File: config.mk
export PLATFORM = sky130hd
export DESIGN_NAME = sfr_bit_rmw_flat
export DESIGN_NICKNAME = d
export VERILOG_FILES = /design/src/rtl/sfr_bit_rmw_if.sv /design/src/rtl/sfr_bit_rmw.sv /design/src/flat_wrapper.sv
export SDC_FILE = /design/constraint.sdc
export NUM_CORES = 1
export LEC_CHECK = 0
export BUFFER_PORTS_ARGS = -buffer_cell sky130_fd_sc_hd__clkbuf_2
export CAP_MARGIN = 0
export CORE_UTILIZATION = 40
export DETAILED_ROUTE_END_ITERATION = 8
export SLEW_MARGIN = 20
export SYNTH_ARGS = -nofsm -noshare
export SYNTH_HDL_FRONTEND = slang
export SYNTH_SLANG_ARGS = --single-unit
File: constraint.sdc
create_clock -name clock -period 2.05 [get_ports clock]
set_clock_uncertainty 0.1 [all_clocks]
set_input_delay 0.205 -clock clock [delete_from_list [all_inputs] [get_ports clock]]
set_output_delay 0.205 -clock clock [all_outputs]
set_load 0.005 [all_outputs]
File: src/rtl/sfr_bit_rmw_if.sv
// sfr_bit_rmw_if: core request/response and register-file bus bundle.
// slave = sequencer side, master = core + register-file side.
interface sfr_bit_rmw_if;
    logic       req_valid;
    logic       req_ready;
    logic [2:0] req_op;
    logic [7:0] req_addr;
    logic [7:0] req_data;
    logic       req_bit;
    logic       rsp_valid;
    logic [7:0] rsp_data;
    logic       rsp_bit;
    logic       rsp_err;
    logic [7:0] sfr_addr;
    logic [7:0] sfr_wdata;
    logic       sfr_wr_en;
    logic [7:0] sfr_rdata;

    modport slave (
        input  req_valid, req_op, req_addr, req_data, req_bit,
        input  sfr_rdata,
        output req_ready, rsp_valid, rsp_data, rsp_bit, rsp_err,
        output sfr_addr, sfr_wdata, sfr_wr_en
    );

    modport master (
        output req_valid, req_op, req_addr, req_data, req_bit,
        output sfr_rdata,
        input  req_ready, rsp_valid, rsp_data, rsp_bit, rsp_err,
        input  sfr_addr, sfr_wdata, sfr_wr_en
    );
endinterface

File: src/rtl/sfr_bit_rmw.sv
// sfr_bit_rmw: byte/bit SFR request sequencer with read-modify-write
// for bit ops against a register file with a registered read port.
module sfr_bit_rmw (
    input  logic             clock,
    input  logic             reset,
    sfr_bit_rmw_if.slave     bus
);
    localparam logic [2:0] OP_BYTE_RD = 3'd0;
    localparam logic [2:0] OP_BYTE_WR = 3'd1;
    localparam logic [2:0] OP_BIT_RD  = 3'd2;
    localparam logic [2:0] OP_BIT_SET = 3'd3;
    localparam logic [2:0] OP_BIT_CLR = 3'd4;
    localparam logic [2:0] OP_BIT_CPL = 3'd5;
    localparam logic [2:0] OP_BIT_MOV = 3'd6;
    localparam logic [2:0] OP_RSVD    = 3'd7;

    typedef enum logic [2:0] {
        S_IDLE,
        S_RD,
        S_CAP,
        S_WR,
        S_RSP
    } state_t;

    state_t     state;
    state_t     state_n;
    logic [2:0] op_q;
    logic [2:0] idx_q;
    logic       bit_q;
    logic       err_q;
    logic [7:0] rbuf_q;
    logic [7:0] addr_q;
    logic [7:0] wdata_q;
    logic [7:0] mask;
    logic [7:0] mod_byte;
    logic       accept;
    logic       req_err;
    logic       op_is_bit;
    logic       op_rd_only;

    assign accept     = (state == S_IDLE) && bus.req_valid;
    assign req_err    = !bus.req_addr[7] || (bus.req_op == OP_RSVD);
    assign mask       = 8'b1 << idx_q;
    assign op_is_bit  = (op_q != OP_BYTE_RD) && (op_q != OP_BYTE_WR);
    assign op_rd_only = (op_q == OP_BYTE_RD) || (op_q == OP_BIT_RD);

    // Modified byte, formed from the registered read data during CAP.
    always_comb begin
        mod_byte = bus.sfr_rdata;
        unique case (1'b1)
            op_q == OP_BIT_SET: mod_byte = bus.sfr_rdata | mask;
            op_q == OP_BIT_CLR: mod_byte = bus.sfr_rdata & ~mask;
            op_q == OP_BIT_CPL: mod_byte = bus.sfr_rdata ^ mask;
            op_q == OP_BIT_MOV: mod_byte = bit_q ? (bus.sfr_rdata | mask)
                                                 : (bus.sfr_rdata & ~mask);
            default:            mod_byte = bus.sfr_rdata;
        endcase
    end

    // Next-state selection for the request sequencer.
    always_comb begin
        state_n = state;
        unique case (state)
            S_IDLE: begin
                if (bus.req_valid) begin
                    if (req_err)
                        state_n = S_RSP;
                    else if (bus.req_op == OP_BYTE_WR)
                        state_n = S_WR;
                    else
                        state_n = S_RD;
                end
            end
            S_RD:    state_n = S_CAP;
            S_CAP:   state_n = op_rd_only ? S_RSP : S_WR;
            S_WR:    state_n = S_RSP;
            S_RSP:   state_n = S_IDLE;
            default: state_n = S_IDLE;
        endcase
    end

    // State register.
    always_ff @(posedge clock or negedge reset) begin
        if (!reset)
            state <= S_IDLE;
        else
            state <= state_n;
    end

    // Request capture, read buffer and register-file address/data.
    always_ff @(posedge clock or negedge reset) begin
        if (!reset) begin
            op_q    <= OP_BYTE_RD;
            idx_q   <= 3'd0;
            bit_q   <= 1'b0;
            err_q   <= 1'b0;
            rbuf_q  <= 8'h00;
            addr_q  <= 8'h00;
            wdata_q <= 8'h00;
        end else if (accept) begin
            op_q   <= bus.req_op;
            idx_q  <= bus.req_addr[2:0];
            bit_q  <= bus.req_bit;
            err_q  <= req_err;
            rbuf_q <= 8'h00;
            if (!req_err) begin
                if (bus.req_op == OP_BYTE_RD || bus.req_op == OP_BYTE_WR)
                    addr_q <= bus.req_addr;
                else
                    addr_q <= {bus.req_addr[7:3], 3'b000};
                if (bus.req_op == OP_BYTE_WR)
                    wdata_q <= bus.req_data;
            end
        end else if (state == S_CAP) begin
            rbuf_q <= bus.sfr_rdata;
            if (!op_rd_only)
                wdata_q <= mod_byte;
        end
    end

    assign bus.req_ready = (state == S_IDLE);
    assign bus.sfr_wr_en = (state == S_WR);
    assign bus.sfr_addr  = addr_q;
    assign bus.sfr_wdata = wdata_q;
    assign bus.rsp_valid = (state == S_RSP);
    assign bus.rsp_err   = bus.rsp_valid && err_q;
    assign bus.rsp_data  = (bus.rsp_valid && !err_q && op_q != OP_BYTE_WR)
                         ? rbuf_q : 8'h00;
    assign bus.rsp_bit   = (bus.rsp_valid && !err_q && op_is_bit)
                         ? ((op_q == OP_BIT_RD) ? rbuf_q[idx_q]
                                                : wdata_q[idx_q])
                         : 1'b0;
endmodule

File: src/flat_wrapper.sv
// flat-port wrapper written by rule: the top's interface ports become plain ports
module sfr_bit_rmw_flat 
  (clock, reset, bus_req_valid, bus_req_op, bus_req_addr, bus_req_data, bus_req_bit, bus_sfr_rdata, bus_req_ready, bus_rsp_valid, bus_rsp_data, bus_rsp_bit, bus_rsp_err, bus_sfr_addr, bus_sfr_wdata, bus_sfr_wr_en);
  sfr_bit_rmw_if bus_i ();
  input  logic clock;
  input  logic reset;
  input wire logic [$bits(bus_i.req_valid)-1:0] bus_req_valid;
  input wire logic [$bits(bus_i.req_op)-1:0] bus_req_op;
  input wire logic [$bits(bus_i.req_addr)-1:0] bus_req_addr;
  input wire logic [$bits(bus_i.req_data)-1:0] bus_req_data;
  input wire logic [$bits(bus_i.req_bit)-1:0] bus_req_bit;
  input wire logic [$bits(bus_i.sfr_rdata)-1:0] bus_sfr_rdata;
  output wire logic [$bits(bus_i.req_ready)-1:0] bus_req_ready;
  output wire logic [$bits(bus_i.rsp_valid)-1:0] bus_rsp_valid;
  output wire logic [$bits(bus_i.rsp_data)-1:0] bus_rsp_data;
  output wire logic [$bits(bus_i.rsp_bit)-1:0] bus_rsp_bit;
  output wire logic [$bits(bus_i.rsp_err)-1:0] bus_rsp_err;
  output wire logic [$bits(bus_i.sfr_addr)-1:0] bus_sfr_addr;
  output wire logic [$bits(bus_i.sfr_wdata)-1:0] bus_sfr_wdata;
  output wire logic [$bits(bus_i.sfr_wr_en)-1:0] bus_sfr_wr_en;
  assign bus_i.req_valid = bus_req_valid;
  assign bus_i.req_op = bus_req_op;
  assign bus_i.req_addr = bus_req_addr;
  assign bus_i.req_data = bus_req_data;
  assign bus_i.req_bit = bus_req_bit;
  assign bus_i.sfr_rdata = bus_sfr_rdata;
  assign bus_req_ready = bus_i.req_ready;
  assign bus_rsp_valid = bus_i.rsp_valid;
  assign bus_rsp_data = bus_i.rsp_data;
  assign bus_rsp_bit = bus_i.rsp_bit;
  assign bus_rsp_err = bus_i.rsp_err;
  assign bus_sfr_addr = bus_i.sfr_addr;
  assign bus_sfr_wdata = bus_i.sfr_wdata;
  assign bus_sfr_wr_en = bus_i.sfr_wr_en;
  sfr_bit_rmw u_core (.clock(clock), .reset(reset), .bus(bus_i));
endmodule
==> impl_results.md <==
- Outcome: complete, but fails checks
- Failing checks: setup timing
- DRT antenna net count: 0
- Synth Area in Compound Gates: ~14%
- I/O pins: 60
- All-Layer GR Usage: 20.6%
- Number of max-cap violations: 0
- Syn Inst Count: 251
- Yosys cell types: 42
- Layout Utilization: roughly 57%
- Final TNS setup: -0.0298 ns
- Maximum clock rate: ~480 MHz
- CTS max path bufs: 2
- P_leak: approximately 1.6 nW
- Layout area overhead: 35.6%
- GP Congestion: 0.790
- Share of layout cells above drive strength 1: a little under half
- Fin crit share: 101%
- Vias per Instance: 5.33
- Port buffer count: 59
- Post-synth EDFFs: 0
- Mux share of post-synthesis cell area: between 10% and 20%
- CTS Sinks: 35
- # fillers: between 500 and 600
- Sequential Power Share: approximately 28%
- Die W: just over 80 um
- Drt pass-1 iters: 5
- Crit Path Max Fanout: 5
- Slew Viols, Final: 0
- Worst vdd ir: 0.727 mV
- Critical path class: reg2reg
- Post-synth top cells: 35 x dfrtp_1, 24 x mux2i_1, 16 x ha_1, 16 x mux2_2, 15 x a21oi_1
- Core footprint: a little under 0.006 mm2
- Synth top area share: between 30% and 40%
- DIE HEIGHT: approximately 81 um
- Crit path to: u_core.bus.sfr_wdata[1]
- Inserted Diodes: 0
- Worst reg2reg path startpoint: u_core.idx_q[2]
- Xor/xnor cell area share of the yosys netlist: 0%
- Ys Warns: 0
- Worst Reg-to-Reg Cells: 8
- GRT Residual Overflow: 0
- First-pass GRT wire length: about 10 mm
- TritonCTS clock tree: yes
- Internal reg-to-reg setup slack: -0.03 ns
- Worst-Margin Slew: 0.587 ns
- CTS Buf Count: 5
- Largest net degree at the start of global routing: 24
- Cell accounting for the most synthesized area: dfrtp_1
- Nets: 382
- Sw frac: between 40 and 50%
- Clk root buf: clkbuf_8
- Multi-input logic area: 0.00163 mm2
- Most used DFF post-synth: dfrtp_1
- Slew Limit Headroom: between 60% and 70%
- P_int: a little under 3 mW
- Post-Syn Nets: 298
- DP HPWL: 4.74 mm
- Antenna violations before repair: 0
- Setup ws final: -0.0298 ns
- DR iter-0 viols: 100
- Clock power share: a little over an eighth
- Setup crit end kind: flop
- Top area cells in the synthesized netlist: dfrtp_1 35%, mux2i_1 9.7%, ha_1 8.1%
- Routed wire length: 6.59 mm
- FF+latch count, synth: 35
- H-tree Lvls: 2
- CP Data Required Time: 2.13 ns
- Fin Hold WS: approximately 0.034 ns
- Die area: 0.00652 mm2
- Top-count cell post-synth: dfrtp_1
- Net Sw Power: 1.97 mW
- Synth Area in Simple Gates: between 10% and 20%
- Number of remaining DRC errors: 0
- Routed len/inst: between 15 and 20 um
- Worst R2R End: u_core.bus.sfr_wdata[1]
- Worst slack at placement: -0.0438 ns
- Via count: around 2200
- Syn Std Cell Area: between 0.002 and 0.0025 mm2
- RSZ-0062 raised after global routing: yes
- Crit path from: u_core.idx_q[2]
- Clock-pin slew on the worst setup and hold paths: roughly 0.080 ns
- Ys async rst share: 100%
- Seq. cell area: just under 900 um2
- Fin. Hold Viols: 0
- Vias in the first global route: between 1500 and 2000
- Adder-cell area share of the yosys netlist: under 10%
- Arr. time, crit path: 2.16 ns
- Hold Path Class: in2reg
- Startpoint types: flop
- Sequential area share after synthesis: between 30% and 40%
- Num rows: 28
- Clk Latency, worst-skew pair: 0.29 ns
- Initial Util: about two fifths
- Avg Cell Area, Syn: approximately 9.9 um2
- Combinational power share: a little under 60%
- PwrDens: 1450 mW/mm2
- Largest family of logic cells by synthesized area: simple AND/OR/NAND/NOR gates
- Final setup fails: 1
- Tmin final: 2.08 ns
## worst min path at each step
stage                          startpoint                     end  slack (ns)  cells after the start
after global routing      bus_req_addr[3]  u_core.bus.sfr_addr[3]        0.03                      2
after floorplan                     reset            u_core.bit_q       -0.19                      0
after global placement              reset  u_core.bus.sfr_addr[6]        0.13                      1
after detailed placement            reset  u_core.bus.sfr_addr[6]        0.13                      1
after CTS                 bus_req_addr[6]  u_core.bus.sfr_addr[6]        0.03                      2
final                     bus_req_addr[6]  u_core.bus.sfr_addr[6]        0.03                      2
## cells in the final DEF, fill, tap and decap left out, drive strengths merged, types with 2 or more instances in the layout
| master | n |
|---|---|
| nor3 | 3 |
| nor2b | 4 |
| o2111a | 4 |
| clkinv | 2 |
| nor2 | 14 |
| nand2 | 8 |
| and2 | 9 |
| inv | 13 |
| mux2i | 24 |
| dfrtp | 35 |
| o2111ai | 4 |
| a22o | 4 |
| a21o | 4 |
| nor3b | 4 |
| clkbuf | 63 |
| nand3b | 6 |
| o2bb2ai | 4 |
| o21a | 2 |
| a21oi | 15 |
| ha | 16 |
| mux2 | 18 |
| or2 | 8 |
| nand3 | 15 |
| o21ai | 5 |
| a22oi | 2 |
| buf | 36 |
| a211oi | 2 |
## power by group through the flow
stage | combinational [mW] | clock (mW) | sequential [mW]
floorplan | 1.68 | 0 | 1.20
global placement | 2.26 | 0 | 1.36
detailed placement | 2.29 | 0 | 1.37
CTS | 2.55 | 0.655 | 1.36
global route | 3.13 | 0.691 | 1.41
finish | 2.88 | 0.643 | 1.35
## state kept, by name, summed over array words and instances (netlist names)
name	flops
u_core.bus.sfr_addr	8
u_core.bus.sfr_wdata	8
u_core.rbuf_q	8
u_core.idx_q	3
u_core.op_q	3
u_core.state	3
u_core.bit_q	1
u_core.err_q	1
## kinds of logic (layout without fill, tap and decap cells)
kind of cell,after synthesis,after routing
adder cells (fa/ha/maj),16,16
buffers and inverters,31,116
multiplexers,42,42
AO/OA/AOI/OAI,49,49
flip-flops,35,35
AND/OR/NAND/NOR,78,78
## layer usage
metal / GRT usage [%] / up-vias / share of wire [%]
li1: - / 1068 / -
met1: 28.1 / 1050 / 46
met2: 33.6 / 62 / 48
met3: 3.60 / 9 / 4.2
met4: 6.07 / 0 / 1.7
met5: 0 / - / 0
## timing repair
item	in CTS	in global routing
setup buffers	6	8
pin swaps	6	17
setup endpoints to repair	11	16
cloned	0	0
endpoints found under the hold margin	21	0
hold buffers	1	0
resized for setup	19	24
## layout make-up
cell class / count / share of cell area, %
clock inverters: 3 / 1.30
repair buffers: 95 / 17.8
inverters: 13 / 1.45
multi-input cells: 185 / 48.4
clock buffers: 5 / 2.04
well taps: 75 / 2.79
flip-flops and latches: 35 / 26.2
## per-stage QoR
stage,instance area (um2),power [mW],std cells
final,3370,4.88,411
after global routing,3370,5.23,411
after CTS,3200,4.57,403
after detailed placement,2950,3.66,388
after global placement,2950,3.62,388
after floorplan,2500,2.88,251
## critical path, cell delays in order, from the launching register on
cell	delay, ns
dfrtp_2	0.45
buf_6	0.14
nor3b_4	0.22
inv_2	0.06
ha_1	0.27
mux2_4	0.26
a21oi_2	0.14
o2111ai_2	0.12
a22o_1	0.20
No activity file was read; power rests on OpenSTA's default activity.
